==> src/rtl/demux_stream_pkg.sv <==
// Shared types and helpers for the packet-aware stream demultiplexer.
package demux_stream_pkg;

  // Packet-level steering state: waiting for a packet head, routing the
  // body of a locked packet, or discarding the body of a rejected packet.
  typedef enum logic [1:0] {
    IDLE  = 2'd0,
    ROUTE = 2'd1,
    DROP  = 2'd2
  } state_t;

  // Width of the dropped-packet counter.
  localparam int DROP_CNT_W = 8;

  // Select width for n channels, never narrower than one bit.
  function automatic int sel_w(input int n);
    int w;
    w = $clog2(n);
    return (w < 1) ? 1 : w;
  endfunction

endpackage

==> src/rtl/demux_hold_slot.sv <==
// Single-entry registered holding slot carrying {dest, last, data}.
// A new beat may be loaded in the same cycle the current one drains, so a
// continuously ready consumer sees one beat per clock.
module demux_hold_slot
  import demux_stream_pkg::*;
#(
  parameter int DATA_W = 8,
  parameter int DEST_W = 1
) (
  input  logic              clk,
  input  logic              rst_n,
  input  logic              load,
  input  logic [DEST_W-1:0] load_dest,
  input  logic              load_last,
  input  logic [DATA_W-1:0] load_data,
  input  logic              out_ready,
  output logic              in_ready,
  output logic              hold_valid,
  output logic [DEST_W-1:0] hold_dest,
  output logic              hold_last,
  output logic [DATA_W-1:0] hold_data
);

  logic drain;

  // The slot empties when its current destination lane takes the beat.
  assign drain    = hold_valid && out_ready;
  // Room for a new beat: empty now, or emptying at this edge.
  assign in_ready = !hold_valid || out_ready;

  // Slot register: load has priority so drain+refill keeps the slot full.
  always_ff @(posedge clk or negedge rst_n) begin
    if (!rst_n) begin
      hold_valid <= 1'b0;
      hold_dest  <= '0;
      hold_last  <= 1'b0;
      hold_data  <= '0;
    end else begin
      if (load) begin
        hold_valid <= 1'b1;
        hold_dest  <= load_dest;
        hold_last  <= load_last;
        hold_data  <= load_data;
      end else if (drain) begin
        hold_valid <= 1'b0;
      end
    end
  end

endmodule

==> src/rtl/demux_stream.sv <==
// Packet-aware 1:N valid/ready stream demultiplexer.
// The destination is taken from the first beat of each packet and locked
// for the rest of it; beats are steered through one registered slot to the
// selected lane. Packets whose select is out of range are swallowed whole
// and counted in a saturating drop counter.
module demux_stream
  import demux_stream_pkg::*;
#(
  parameter  int N_OUT  = 2,
  parameter  int DATA_W = 8,
  localparam int SEL_W  = sel_w(N_OUT)
) (
  input  logic                    clk,
  input  logic                    rst_n,
  input  logic                    s_valid,
  output logic                    s_ready,
  input  logic [DATA_W-1:0]       s_data,
  input  logic [SEL_W-1:0]        s_sel,
  input  logic                    s_last,
  output logic [N_OUT-1:0]        m_valid,
  input  logic [N_OUT-1:0]        m_ready,
  output logic [N_OUT*DATA_W-1:0] m_data,
  output logic [N_OUT-1:0]        m_last,
  output logic [DROP_CNT_W-1:0]   drop_cnt,
  output logic                    busy
);

  // Exclusive upper bound on a legal select, one bit wider than the select.
  localparam logic [SEL_W:0] SEL_LIM = (SEL_W + 1)'(N_OUT);

  state_t             state;
  logic [SEL_W-1:0]   lock_dest;

  logic               s_accept;
  logic               sel_ok;
  logic               slot_load;
  logic [SEL_W-1:0]   slot_dest;
  logic               slot_in_ready;
  logic               lane_accept;

  logic               hold_valid;
  logic [SEL_W-1:0]   hold_dest;
  logic               hold_last;
  logic [DATA_W-1:0]  hold_data;

  // Counter increment that sticks at all-ones instead of wrapping.
  function automatic logic [DROP_CNT_W-1:0] sat_inc(input logic [DROP_CNT_W-1:0] v);
    return (v == {DROP_CNT_W{1'b1}}) ? v : v + DROP_CNT_W'(1);
  endfunction

  assign sel_ok   = ({1'b0, s_sel} < SEL_LIM);
  assign s_accept = s_valid && s_ready;

  // Discarded beats never touch the slot, so DROP can always take input.
  // Elsewhere the slot decides; s_valid never feeds back into s_ready.
  assign s_ready = (state == DROP) ? 1'b1 : slot_in_ready;

  // Heads load only with a legal select; bodies load only while routing.
  assign slot_load = s_accept && (((state == IDLE) && sel_ok) || (state == ROUTE));
  assign slot_dest = (state == ROUTE) ? lock_dest : s_sel;

  // At most one lane is valid, so any lane handshake is the slot draining.
  assign lane_accept = |(m_valid & m_ready);

  demux_hold_slot #(
    .DATA_W (DATA_W),
    .DEST_W (SEL_W)
  ) u_slot (
    .clk        (clk),
    .rst_n      (rst_n),
    .load       (slot_load),
    .load_dest  (slot_dest),
    .load_last  (s_last),
    .load_data  (s_data),
    .out_ready  (lane_accept),
    .in_ready   (slot_in_ready),
    .hold_valid (hold_valid),
    .hold_dest  (hold_dest),
    .hold_last  (hold_last),
    .hold_data  (hold_data)
  );

  // Lane decode: raise only the valid of the lane the slot is addressed to.
  always_comb begin
    m_valid = '0;
    for (int k = 0; k < N_OUT; k++) begin
      m_valid[k] = hold_valid && (hold_dest == SEL_W'(k));
    end
  end

  assign m_last = m_valid & {N_OUT{hold_last}};
  assign m_data = {N_OUT{hold_data}};
  assign busy   = (state != IDLE) || hold_valid;

  // Packet FSM: lock the destination or start a drop on each packet head,
  // and return to IDLE on the accepted last beat.
  always_ff @(posedge clk or negedge rst_n) begin
    if (!rst_n) begin
      state     <= IDLE;
      lock_dest <= '0;
      drop_cnt  <= '0;
    end else begin
      case (state)
        IDLE: begin
          if (s_accept) begin
            if (sel_ok) begin
              lock_dest <= s_sel;
              if (!s_last) state <= ROUTE;
            end else begin
              drop_cnt <= sat_inc(drop_cnt);
              if (!s_last) state <= DROP;
            end
          end
        end
        ROUTE, DROP: begin
          if (s_accept && s_last) state <= IDLE;
        end
        default: state <= IDLE;
      endcase
    end
  end

endmodule

==> config.mk <==
export PLATFORM = sky130hd
export DESIGN_NAME = demux_stream
export DESIGN_NICKNAME = d
export VERILOG_FILES = /design/src/rtl/demux_stream_pkg.sv /design/src/rtl/demux_hold_slot.sv /design/src/rtl/demux_stream.sv
export SDC_FILE = /design/constraint.sdc
export NUM_CORES = 1
export LEC_CHECK = 0
export ABC_CLOCK_PERIOD_IN_PS = 1700
export BUFFER_PORTS_ARGS = -buffer_cell sky130_fd_sc_hd__buf_2
export CELL_PAD_IN_SITES_DETAIL_PLACEMENT = 0
export CELL_PAD_IN_SITES_GLOBAL_PLACEMENT = 1
export CORE_MARGIN = 10
export CORE_UTILIZATION = 25
export CTS_CLUSTER_SIZE = 40
export DETAILED_ROUTE_END_ITERATION = 6
export GPL_TIMING_DRIVEN = 0
export PLACE_DENSITY_LB_ADDON = 0.1
export REMOVE_ABC_BUFFERS = 1
export SYNTH_ARGS = -nofsm -noshare
export SYNTH_HDL_FRONTEND = slang
export SYNTH_SLANG_ARGS = --single-unit
==> constraint.sdc <==
create_clock -name clk -period 1.7 [get_ports clk]
set_input_delay 0.17 -clock clk [delete_from_list [all_inputs] [get_ports clk]]
set_output_delay 0.17 -clock clk [all_outputs]
set_load 0.01 [all_outputs]
* After elaboration in Yosys (flattened, before gate mapping)
Cells that the tools add are included.
Storage, ports and cells: register bits 14, input bits 15, output and inout bits 30
Operators by class: equality and inequality tests 5, bitwise operators 3, muxes and demuxes 8, reduce and logical (&&, ||, !) cells 17
Operators by type and width (count):
- $logic_and 1x1->1 | 6
- $mux 2 | 3
- $ne 2x2->1 const B | 3
- $and 2x2->2 | 2
- $mux 1 | 4
- $pmux 2 s2 | 1
- $reduce_bool 2->1 | 2
- $reduce_or 2->1 | 2
- $logic_or 1x1->1 | 3
- $reduce_and 3->1 | 1
- $eq 2x1->1 const B | 1
- $eq 2x2->1 const B | 1
- $logic_not 2->1 | 1
- $reduce_and 2->1 | 1
- $logic_not 1->1 | 1
- $not 1->1 | 1

* Logic depth before layout (Yosys ltp)
depth after elaboration 10, mapped depth 4, gate-level depth less buffers 3

* Hierarchy
Synthesis repeated with hierarchy kept, for this count alone.
Second synthesis, totals: cells, all modules 57, area, all modules 730.7 um^2
Modules (own cells, without submodules):
- demux_hold_slot | times used 1, area each 445.4 um^2, seq. area each 275.3 um^2, cells each 24
- demux_stream | times used 1, area each 285.3 um^2, seq. area each 50.0 um^2, cells each 33

* Worst setup path before layout
No wires, ideal clock.
kind flip-flop to flip-flop, from register u_slot.hold_dest, to register u_slot.hold_data[0], slack 0.370 ns, clock period less this slack 1.330 ns, stages on the path, launching flop included 5, arrival time 1.205 ns, setup time 0.125 ns, buffers on the path 1, path through dfrtp_1 > mux2i_1 > a21boi_2 > buf_6 > mux2_4
On the way: cells in the longest elaborated chain, start to end 8, elaborated cells on any way between the ends 9
Ends and longest elaborated chain:
- from (decl) | line demux_hold_slot.sv:19 | output logic [DEST_W-1:0] hold_dest,
- from (signal assigned) | line demux_hold_slot.sv:41 | hold_dest <= load_dest;
- $not 1->1 | line demux_stream.sv:87 | m_valid[k] = hold_valid && (hold_dest == SEL_W'(k));
- $logic_and 1x1->1 | line demux_stream.sv:87
- $and 2x2->2 (*) | line demux_stream.sv:63 | assign lane_accept = |(m_valid & m_ready);
- $reduce_or 2->1 (*) | line demux_stream.sv:63
- $logic_or 1x1->1 (*) | line demux_hold_slot.sv:29 | assign in_ready = !hold_valid || out_ready;
- $mux 1 (*) | line demux_stream.sv:56 | assign s_ready = (state == DROP) ? 1'b1 : slot_in_ready;
- $logic_and 1x1->1 (*) | line demux_stream.sv:52 | assign s_accept = s_valid && s_ready;
- $logic_and 1x1->1 (*) | line demux_stream.sv:59 | assign slot_load = s_accept && (((state == IDLE) && sel_ok) || (state == ROUTE));
- to (signal assigned) | line demux_hold_slot.sv:43 | hold_data <= load_data;
- to (decl) | line demux_hold_slot.sv:21 | output logic [DATA_W-1:0] hold_data
Every way passes the cells marked *; elsewhere a longest branch is shown, timed or not. A chain may end at the register's enable or synchronous reset.

* Final worst setup path
from register u_slot.hold_dest, to output port s_ready
On the way: cells in the longest elaborated chain, start to end 6, elaborated cells on any way between the ends 7
Ends and longest elaborated chain:
- $not 1->1 | line demux_stream.sv:87
- $logic_and 1x1->1 | line demux_stream.sv:87
- $and 2x2->2 (*) | line demux_stream.sv:63
- $reduce_or 2->1 (*) | line demux_stream.sv:63
- $logic_or 1x1->1 (*) | line demux_hold_slot.sv:29
- $mux 1 (*) | line demux_stream.sv:56
- to (decl) | line demux_stream.sv:16 | output logic s_ready,
Marked as above.

==> qor.csv <==
metric,value,unit
Leak,0.481,nW
Startpoint Class,flop,
Post-Synth Adder-Cell Area,0,
Compound-Gate Fraction of Synth Area,0.0364,
Area Growth Syn to Fin,24.6,%
"count leader, synth",buf_4,
initial antenna violation count,0,
final worst setup slack,0.165,ns
final cell count without fillers,121,
Post-Synth XOR/XNOR Area,0,
"FFs w/ async S/R, synth",1.00,
largest net degree at the start of global routing,14,
wire length per cell,13.4,um
switch share,0.346,
CTS tree,built,
Clk pwr share,0.163,
Worst Setup End Kind,primary output,
number of synthesized flops with an enable pin,0,
post-synthesis mux area share,0.239,
Cell Rows,19,
Switching Power,410,uW
fmax,651,MHz
io pins,45,
synth top area cells,"dfrtp_1, buf_4, mux2_4",
minimum clock period,1.54,ns
total congestion overflow,0,
area of the core,0.00276,sq mm
vias per cell,4.07,
critical path arrival,1.37,ns
post-synthesis sequential area ratio,0.451,
yosys warns,0,
Syn Inst Count,58,
Fin. Hold Viols,0,
DR pass1 iterations,2,
Area after DPL,836,sq um
Die Area,0.00544,sq mm
status,"complete, no violations",
Netlist cell types,17,
fin crit share,0.903,
HPWL Detailed,1330,um
clk slew on worst S/H paths,0.09,ns
Flop pwr share,0.408,
Yosys reg bits,13,
via count,492,
final wirelength,1620,um
number of port buffers,36,
Total Routing Usage GR,0.0585,
first-pass GRT wire length,2540,um
Die Wd,73.7,um
Post-synth top cells,"buf_4, dfrtp_1, mux2_4",
RSZ-0062 raised after global routing,false,
WP data required,1.53,ns
worst skew pair latency,0.27,ns
Main synth FF type,dfrtp_1,
vias in the first global route,570,
Worst Path Max Fanout,5,
Clock Tree Buf Depth,2,
setup violators final,0,
Internal,774,uW
DRC Markers,0,
H-Tree Depth,1,
Routed Antenna Nets,0,
Peak VDD IR,0.637,mV
initial DRC count,18,
hold crit path type,input pin to flop,
Worst Setup Path Type,flop to primary output,
DIE HEIGHT,73.7,um
simple-gate share of the synthesized area,0.0815,
Comb power frac,0.429,
total power,1.18,mW
CTS Sinks,13,
"Slew Viols, Final",0,
RD Place Congestion,0.644,
worst hold margin,0.0832,ns
main combinational cell family by area after synthesis,multiplexers,
setup tns final,0,ns
share of the synthesized area in the top cell type,0.451,
number of diodes,0,
final instance area,900,sq um
Starting Density,0.262,
number of cells after detailed placement,115,
Post-Syn Area,722,sq um
final core utilization,0.326,
Layout Nets,106,
max-cap viol count,0,
share of cells above drive strength 1,0.611,
Num CTS Buffers,3,
pre-CTS setup slack,-0.132,ns
clk root buf,clkbuf_4,
synthesized area per cell,12.4,sq um
Worst Skew,0.00586,ns
P per Cell Area,1320,mW/mm^2
"area leader, netlist",dfrtp_1,
[what timing repair did]
action,CTS,global route
pin swaps,0,1
gates resized for setup,1,0
hold buffers,1,0
setup endpoints to repair,9,1
setup buffers,0,1
hold endpoints to repair,13,0
[path summary, 6_finish.rpt]
kind	from	end	slack, ns	cells after the start
max in group asynchronous	rst_n	state[0]$_DFFE_PN0P_	1.16	2
worst min register to register	lock_dest$_DFFE_PN0P_	lock_dest$_DFFE_PN0P_	0.51	1
worst min-delay path	s_last	state[0]$_DFFE_PN0P_	0.08	2
worst max-delay path	u_slot.hold_dest$_DFFE_PN0P_	s_ready	0.16	3
min in group asynchronous	rst_n	u_slot.hold_data[6]$_DFFE_PN0P_	0.30	2
worst max register to register	u_slot.hold_dest$_DFFE_PN0P_	u_slot.hold_data[7]$_DFFE_PN0P_	0.21	4
[power by group through the flow]
stage	Combinational [mW]	Clock (mW)	Sequential, mW
2_1_floorplan	0.238	0	0.533
3_3_place_gp	0.500	0	0.489
3_5_place_dp	0.500	0	0.488
4_1_cts	0.506	0.207	0.488
5_1_grt	0.550	0.219	0.503
6_report	0.507	0.193	0.483
[registers in the layout (all words and copies together), names as in the netlist]
signal / flops
state: 1
u_slot.hold_valid: 1
u_slot.hold_dest: 1
lock_dest: 1
u_slot.hold_last: 1
u_slot.hold_data: 8
[cells by family after synthesis]
| kind of cell | after synthesis |
|---|---|
| buffers and inverters | 18 |
| multiplexers | 13 |
| AO/OA/AOI/OAI | 4 |
| AND/OR/NAND/NOR | 9 |
| flip-flops | 13 |
| other | 1 |
[per-layer routing]
layer / part of all wire / vias to the layer above / track usage
li1: - / 232 / -
met3: 0.091 / 0 / 0.0269
met5: 0 / - / 0
met4: 0 / 0 / 0.0124
met1: 0.42 / 235 / 0.0641
met2: 0.48 / 25 / 0.100
[final cells by class]
cell class	instances	area, sq um
fillers	299	1860
flip-flops and latches	13	325
multi-input cells	34	295
repair buffers	38	210
well taps	31	38.8
clock buffers	4	26.3
inverters	1	3.75
[cell usage in the layout, fill, tap and decap left out, drive strengths merged]
master	synthesis	layout
nand2	1	1
a21boi	1	1
clkbuf	0	4
mux2	10	10
dfrtp	13	13
and3	1	1
inv	1	1
and2b	1	1
or2	1	1
a21oi	3	3
nand2b	3	3
dlygate4sd3	0	1
buf	17	37
and2	2	2
conb	1	8
mux2i	3	3
[worst max-delay path, cell delays in order, from the launching register on]
cell and delay, ns:
dfrtp_1 0.42, mux2i_1 0.39, nand2_1 0.12, buf_2 0.16
Note: power is estimated with default switching activity, not from simulation.
